**src/rtl/pcm_downlink_sim.sv**
```systemverilog
// PCM downlink telemetry simulator: derives DKSTRT/DKBSNC/DKEND from the AGC
// clock, captures the DKDATA serial stream into words and buffers them in a
// small FIFO drained through a valid/ready handshake.
// Handshake: a word moves to the consumer on every rising clk edge where
// word_valid and word_ready are both high; word_data holds steady otherwise.
module pcm_downlink_sim #(
    parameter int PULSE_DIV   = 20,
    parameter int PULSE_WIDTH = 4,
    parameter int WORD_BITS   = 40,
    parameter int FRAME_SLOTS = 1024,
    parameter int FIFO_DEPTH  = 4
) (
    input  logic                 clk,
    input  logic                 rst_n,
    input  logic                 enable,
    input  logic                 agc_clk_in,
    input  logic                 dkdata,
    output logic                 dkstrt,
    output logic                 dkbsnc,
    output logic                 dkend,
    output logic                 word_valid,
    output logic [WORD_BITS-1:0] word_data,
    input  logic                 word_ready,
    output logic                 overflow,
    input  logic                 overflow_clr,
    output logic [15:0]          word_count
);

    localparam int PT_W = $clog2(PULSE_DIV);
    localparam int SL_W = $clog2(FRAME_SLOTS);
    localparam int BX_W = $clog2(WORD_BITS + 3);
    localparam int AW   = $clog2(FIFO_DEPTH);

    localparam logic [PT_W-1:0] PT_LAST = PT_W'(PULSE_DIV - 1);
    localparam logic [PT_W-1:0] PT_CAP  = PT_W'(PULSE_WIDTH - 1);
    localparam logic [PT_W-1:0] PT_WID  = PT_W'(PULSE_WIDTH);
    localparam logic [SL_W-1:0] SL_LAST = SL_W'(FRAME_SLOTS - 1);
    localparam logic [BX_W-1:0] BX_WB   = BX_W'(WORD_BITS);
    localparam logic [BX_W-1:0] BX_END  = BX_W'(WORD_BITS + 1);
    localparam logic [BX_W-1:0] BX_IDLE = BX_W'(WORD_BITS + 2);
    localparam logic [AW:0]     CNT_FULL = (AW + 1)'(FIFO_DEPTH);

    logic                 r_ac_s1, r_ac_s2, r_ac_prev;
    logic                 r_dk_s1, r_dk_s2;
    logic [PT_W-1:0]      r_ptmr;
    logic [SL_W-1:0]      r_slot;
    logic [BX_W-1:0]      r_bidx;
    logic                 r_dkstrt, r_dkbsnc, r_dkend;
    logic [WORD_BITS-1:0] r_shift;
    logic                 r_frame_ok;
    logic [WORD_BITS-1:0] r_mem [FIFO_DEPTH];
    logic [AW-1:0]        r_wptr, r_rptr;
    logic [AW:0]          r_count;
    logic                 r_overflow;
    logic [15:0]          r_word_count;

    logic                 w_edge, w_pt_wrap, w_in_pulse, w_is_bit, w_cap;
    logic                 w_push, w_pop, w_full, w_push_ok, w_drop;
    logic [SL_W-1:0]      w_slot_next;

    assign w_edge      = r_ac_s2 & ~r_ac_prev;
    assign w_pt_wrap   = w_edge && (r_ptmr == PT_LAST);
    assign w_slot_next = (r_slot == SL_LAST) ? '0 : r_slot + 1'b1;
    assign w_in_pulse  = (r_ptmr < PT_WID);
    assign w_is_bit    = (r_bidx != '0) && (r_bidx <= BX_WB);
    // Capture point is the strobe trailing edge; disabled frames never capture.
    assign w_cap       = w_edge && (r_ptmr == PT_CAP) && enable;
    assign w_push      = w_cap && (r_bidx == BX_END) && r_frame_ok;
    assign w_pop       = word_valid && word_ready;
    assign w_full      = (r_count == CNT_FULL);
    // A pop in the same cycle frees the slot the push needs.
    assign w_push_ok   = w_push && (!w_full || w_pop);
    assign w_drop      = w_push && w_full && !w_pop;

    // Two-flop synchronizers for the asynchronous AGC signals plus edge history.
    always_ff @(posedge clk or negedge rst_n) begin
        if (!rst_n) begin
            r_ac_s1   <= 1'b0;
            r_ac_s2   <= 1'b0;
            r_ac_prev <= 1'b0;
            r_dk_s1   <= 1'b0;
            r_dk_s2   <= 1'b0;
        end else begin
            r_ac_s1   <= agc_clk_in;
            r_ac_s2   <= r_ac_s1;
            r_ac_prev <= r_ac_s2;
            r_dk_s1   <= dkdata;
            r_dk_s2   <= r_dk_s1;
        end
    end

    // Frame geometry counters: pulse timer, bit slot and word bit index.
    always_ff @(posedge clk or negedge rst_n) begin
        if (!rst_n) begin
            r_ptmr <= '0;
            r_slot <= SL_LAST;
            r_bidx <= BX_IDLE;
        end else if (w_edge) begin
            r_ptmr <= w_pt_wrap ? '0 : r_ptmr + 1'b1;
            if (w_pt_wrap) begin
                r_slot <= w_slot_next;
                if (w_slot_next == '0) begin
                    r_bidx <= '0;
                end else if (r_bidx != BX_IDLE) begin
                    r_bidx <= r_bidx + 1'b1;
                end
            end
        end
    end

    // Registered strobe decode from counter state.
    always_ff @(posedge clk or negedge rst_n) begin
        if (!rst_n) begin
            r_dkstrt <= 1'b0;
            r_dkbsnc <= 1'b0;
            r_dkend  <= 1'b0;
        end else begin
            r_dkstrt <= enable && w_in_pulse && (r_bidx == '0);
            r_dkbsnc <= enable && w_in_pulse && w_is_bit;
            r_dkend  <= enable && w_in_pulse && (r_bidx == BX_END);
        end
    end

    // Serial capture; a frame only completes if enable stayed high since its start.
    always_ff @(posedge clk or negedge rst_n) begin
        if (!rst_n) begin
            r_shift    <= '0;
            r_frame_ok <= 1'b0;
        end else if (!enable) begin
            r_frame_ok <= 1'b0;
        end else if (w_cap) begin
            if (r_bidx == '0) begin
                r_shift    <= '0;
                r_frame_ok <= 1'b1;
            end else if (w_is_bit) begin
                r_shift <= (r_shift << 1) | WORD_BITS'(r_dk_s2);
            end else if (r_bidx == BX_END) begin
                r_frame_ok <= 1'b0;
            end
        end
    end

    // Word FIFO storage and pointers.
    always_ff @(posedge clk or negedge rst_n) begin
        if (!rst_n) begin
            for (int i = 0; i < FIFO_DEPTH; i++) r_mem[i] <= '0;
            r_wptr  <= '0;
            r_rptr  <= '0;
            r_count <= '0;
        end else begin
            if (w_push_ok) begin
                r_mem[r_wptr] <= r_shift;
                r_wptr        <= r_wptr + 1'b1;
            end
            if (w_pop) r_rptr <= r_rptr + 1'b1;
            r_count <= r_count + {{AW{1'b0}}, w_push_ok} - {{AW{1'b0}}, w_pop};
        end
    end

    // Sticky overflow (a drop beats a clear) and the push attempt counter.
    always_ff @(posedge clk or negedge rst_n) begin
        if (!rst_n) begin
            r_overflow   <= 1'b0;
            r_word_count <= '0;
        end else begin
            if (w_drop)            r_overflow <= 1'b1;
            else if (overflow_clr) r_overflow <= 1'b0;
            if (w_push) r_word_count <= r_word_count + 16'd1;
        end
    end

    assign dkstrt     = r_dkstrt;
    assign dkbsnc     = r_dkbsnc;
    assign dkend      = r_dkend;
    assign word_valid = (r_count != '0);
    assign word_data  = r_mem[r_rptr];
    assign overflow   = r_overflow;
    assign word_count = r_word_count;

endmodule
```
**config.mk**
```make
export PLATFORM = sky130hd
export DESIGN_NAME = pcm_downlink_sim
export DESIGN_NICKNAME = d
export VERILOG_FILES = /design/src/rtl/pcm_downlink_sim.sv
export SDC_FILE = /design/constraint.sdc
export NUM_CORES = 1
export LEC_CHECK = 0
export ABC_AREA = 1
export CAP_MARGIN = 10
export CELL_PAD_IN_SITES_DETAIL_PLACEMENT = 0
export CELL_PAD_IN_SITES_GLOBAL_PLACEMENT = 1
export CORE_ASPECT_RATIO = 0.5
export CORE_MARGIN = 4
export CORE_UTILIZATION = 45
export CTS_BUF_LIST = sky130_fd_sc_hd__clkbuf_4 sky130_fd_sc_hd__clkbuf_8
export CTS_CLUSTER_SIZE = 10
export DETAILED_ROUTE_END_ITERATION = 8
export DONT_BUFFER_PORTS = 1
export PLACE_DENSITY_LB_ADDON = 0.1
export SLEW_MARGIN = 0
export SYNTH_ARGS = -nofsm -noshare
export SYNTH_HDL_FRONTEND = slang
export SYNTH_SLANG_ARGS = --single-unit
```
**constraint.sdc**
```tcl
create_clock -name clk -period 2.84 [get_ports clk]
set_input_delay 0.568 -clock clk [delete_from_list [all_inputs] [get_ports clk]]
set_output_delay 0.568 -clock clk [all_outputs]
set_load 0.1 [all_outputs]
```
==> impl_results.md <==
- Sequential fraction of the synthesis area: 0.581
- Area share of and/or/nand/nor cells after synthesis: 0.158
- Syn Inst Count: 1203
- Clk sinks: 254
- Post-DP HPWL: 14.9 mm
- Total of max-cap violations: 0
- Global-route wire length before repair: 42.9 mm
- Postcts setup bufs: 0
- Fin. Hold Viols: 241
- Die ar.: 27100 um2
- Initial antenna violation count: 0
- Setup TNS: 0 ns
- DRT iter0 DRCs: 738
- Synth cell types: 35
- DR vias: 8356
- Synthesized Nets: 1225
- Sw Share: 0.456
- Largest net degree at the start of global routing: 255
- Initial Util: 0.458
- Main combinational cell family by area after synthesis: compound AO/OA/AOI/OAI gates
- Post-DP Area: 12500 um2
- Final worst slack: 0.192 ns
- WL per Instance: 15.9 um
- Die height: 118 um
- Worst Path Required: 2.27 ns
- Slew @ Worst Pin: 0.968 ns
- Violated checks: hold timing
- CTS tree: done
- Net Switching: 0.00685 W
- Final nets: 1274
- Total power: 0.0150 W
- Post-synthesis register bit count: 254
- Final GP Congestion: 0.788
- Critical path class: reg -> out
- Compound-Gate Fraction of Synth Area: 0.167
- Site Rows: 40
- GRT Overall Usage: 0.190
- Hold/Removal Path Class: in -> async
- Leakage dissipation: 6.17 nW
- Final setup viols: 0
- # IOs: 68
- Smallest hold slack: -0.258 ns
- RSZ-0062 raised after global routing: false
- Int Power: 0.00816 W
- Fmax: 378 MHz
- Remaining DRCs: 0
- Crit end category: output port
- Sequential share of power: 0.278
- Final ANT Viol Nets: 0
- Synth Area per Inst: 9.12 um2
- TritonCTS buffer count: 38
- Core ar.: 24000 um2
- Power Dens Cells: 1130 nW/um2
- Port Buf Inserts: 0
- Vias/cell: 5.25
- Slew headroom: 0.355
- Setup WS pre-CTS: 0.365 ns
- Setup Skew: 0.0277 ns
- Outcome: finished, violations left
- Synthesis-to-layout area growth: 21.3%
- Grt total ovfl: 0
- Post-route cell area: 13300 um2
- Comb pwr share: 0.517
- Synth warn: 0
- Clock share of power: 0.205
- Die X: 229 um
- Vias in the first global route: 8256
- Max FO, Critical Path: 22
- Worst-path clk slew: 0.06 ns
- Startpoint types: register
- Worst path arrival time: 2.08 ns
- Mux share of post-synthesis cell area: 0.00103
- Clock Tree Buf Depth: 3
- Minimum clock period: 2.65 ns
- Layout cells sized above 1: 0.183
- Mapped cell area: 11000 um2
- Max H-tree Level: 2
- Final Max Slew Viols: 0
- Clk_lat worst skew: 0.53 ns
- Final Cycle Share: 0.933
- Routed wire length: 25.4 mm
- Synth Area in Adders: 0.0178
- Ant diodes: 0
- First-pass DRT Iterations: 5
- Root buffer cell: clkbuf_8
- Worst VDD drop: 0.674 mV
- XOR/XNOR Fraction of Synth Area: 0.0200
[state kept, by name (all words and copies together) (netlist names), 2 cells and up]
signal	count
r_ptmr	5
r_rptr	2
r_slot	10
r_mem	160
r_count	3
r_shift	40
word_count	16
r_bidx	6
r_wptr	2
[placed cells by master (no fill, tap or decap), types with 6 or more instances in the layout]
cell type	instances
buf_12	48
buf_4	29
clkbuf_4	13
clkbuf_8	48
dfrtp_1	240
dfstp_2	13
ha_1	14
inv_1	72
inv_2	13
nand2_1	245
nand2_2	6
nand3_1	18
nand4_1	11
nor2_1	106
o21ai_0	85
o21ai_1	170
o22ai_1	40
o22ai_2	40
xnor2_1	6
xor2_1	19
[Yosys cell counts (all sizes together)]
cell type  number  area [um2]
nor2          116         500
inv            85         319
clkinv          2        7.51
dfrtp         241        6030
nor4            3        18.8
nand3          23         155
nand4          11        68.8
mux2            1        11.3
o21a            1        7.51
o21bai          2        15.0
fa              1        20.0
clkbuf         47         176
a21oi           5        25.0
xnor2           6        52.6
a21boi          1        7.51
buf            21         110
o21ai         255        1280
nand2         251         952
nor3            4        25.0
o22ai          80         500
nand3b          1        7.51
xor2           19         166
dfstp          13         342
ha             14         175
[kinds of logic (layout without fill, tap and decap cells)]
logic type                 after synthesis  in the layout
buffers and inverters                  155            230
and+or+nand+nor                        409            409
AOI/OAI and AO/OA                      344            344
DFF                                    254            254
adders and majority gates               15             15
xor gates and xnor gates                25             25
muxes                                    1              1
[worst max-delay path, stage by stage, from the launching register on]
cell and delay (ns):
dfrtp_2 0.40, clkinv_2 0.30, buf_4 0.32, o21ai_0 0.24, o22ai_2 0.12, buf_12 0.18
[power groups by stage]
| stage | registers (W) | clock network, W | logic, W |
|---|---|---|---|
| floorplan | 0.00421 | 0 | 0.00524 |
| global placement | 0.00423 | 0 | 0.00779 |
| detailed placement | 0.00424 | 0 | 0.00782 |
| CTS | 0.00418 | 0.00318 | 0.00783 |
| global route | 0.00422 | 0.00335 | 0.00819 |
| finish | 0.00418 | 0.00307 | 0.00776 |
[repair_timing]
item / 4_1_cts / 5_1_grt
gates resized for setup: 0 / 1
hold endpoints to repair: 254 / 242
endpoints found under the setup margin: 0 / 1
[cell type report]
type,count,area (um2)
Fill cell,2138,10700
Timing Repair Buffer,77,1180
Sequential cell,254,6370
Tap cell,315,394
Clock inverter,5,27.5
Multi-Input combinational cell,794,4250
Inverter,87,328
Clock buffer,61,758
[final timing paths]
path / start / end / slack (ns) / cells after the start
max: r_rptr[0] / word_data[27] / 0.19 / 5
min: rst_n / r_mem[103] / -0.26 / 0
max reg2reg: r_bidx[3] / r_count[2] / 0.38 / 12
min reg2reg: r_dk_s1 / r_dk_s2 / 0.35 / 0
max in group asynchronous: rst_n / r_bidx[1] / 2.65 / 0
min in group clk: dkdata / r_dk_s1 / 0.08 / 0
[per-layer routing]
| metal | vias up | share of wire | global-route usage |
|---|---|---|---|
| li1 | 4114 | - | - |
| met1 | 4078 | 0.51 | 0.280 |
| met2 | 138 | 0.44 | 0.298 |
| met3 | 26 | 0.039 | 0.0385 |
| met4 | 0 | 0.0095 | 0.0296 |
| met5 | - | 0 | 0 |
[stage by stage]
step,util,instances
finish,0.555,1593
global route,0.555,1593
CTS,0.555,1593
detailed placement,0.522,1527
global placement,0.522,1527
floorplan,-,1203
No activity file was read; power rests on OpenSTA's default activity.
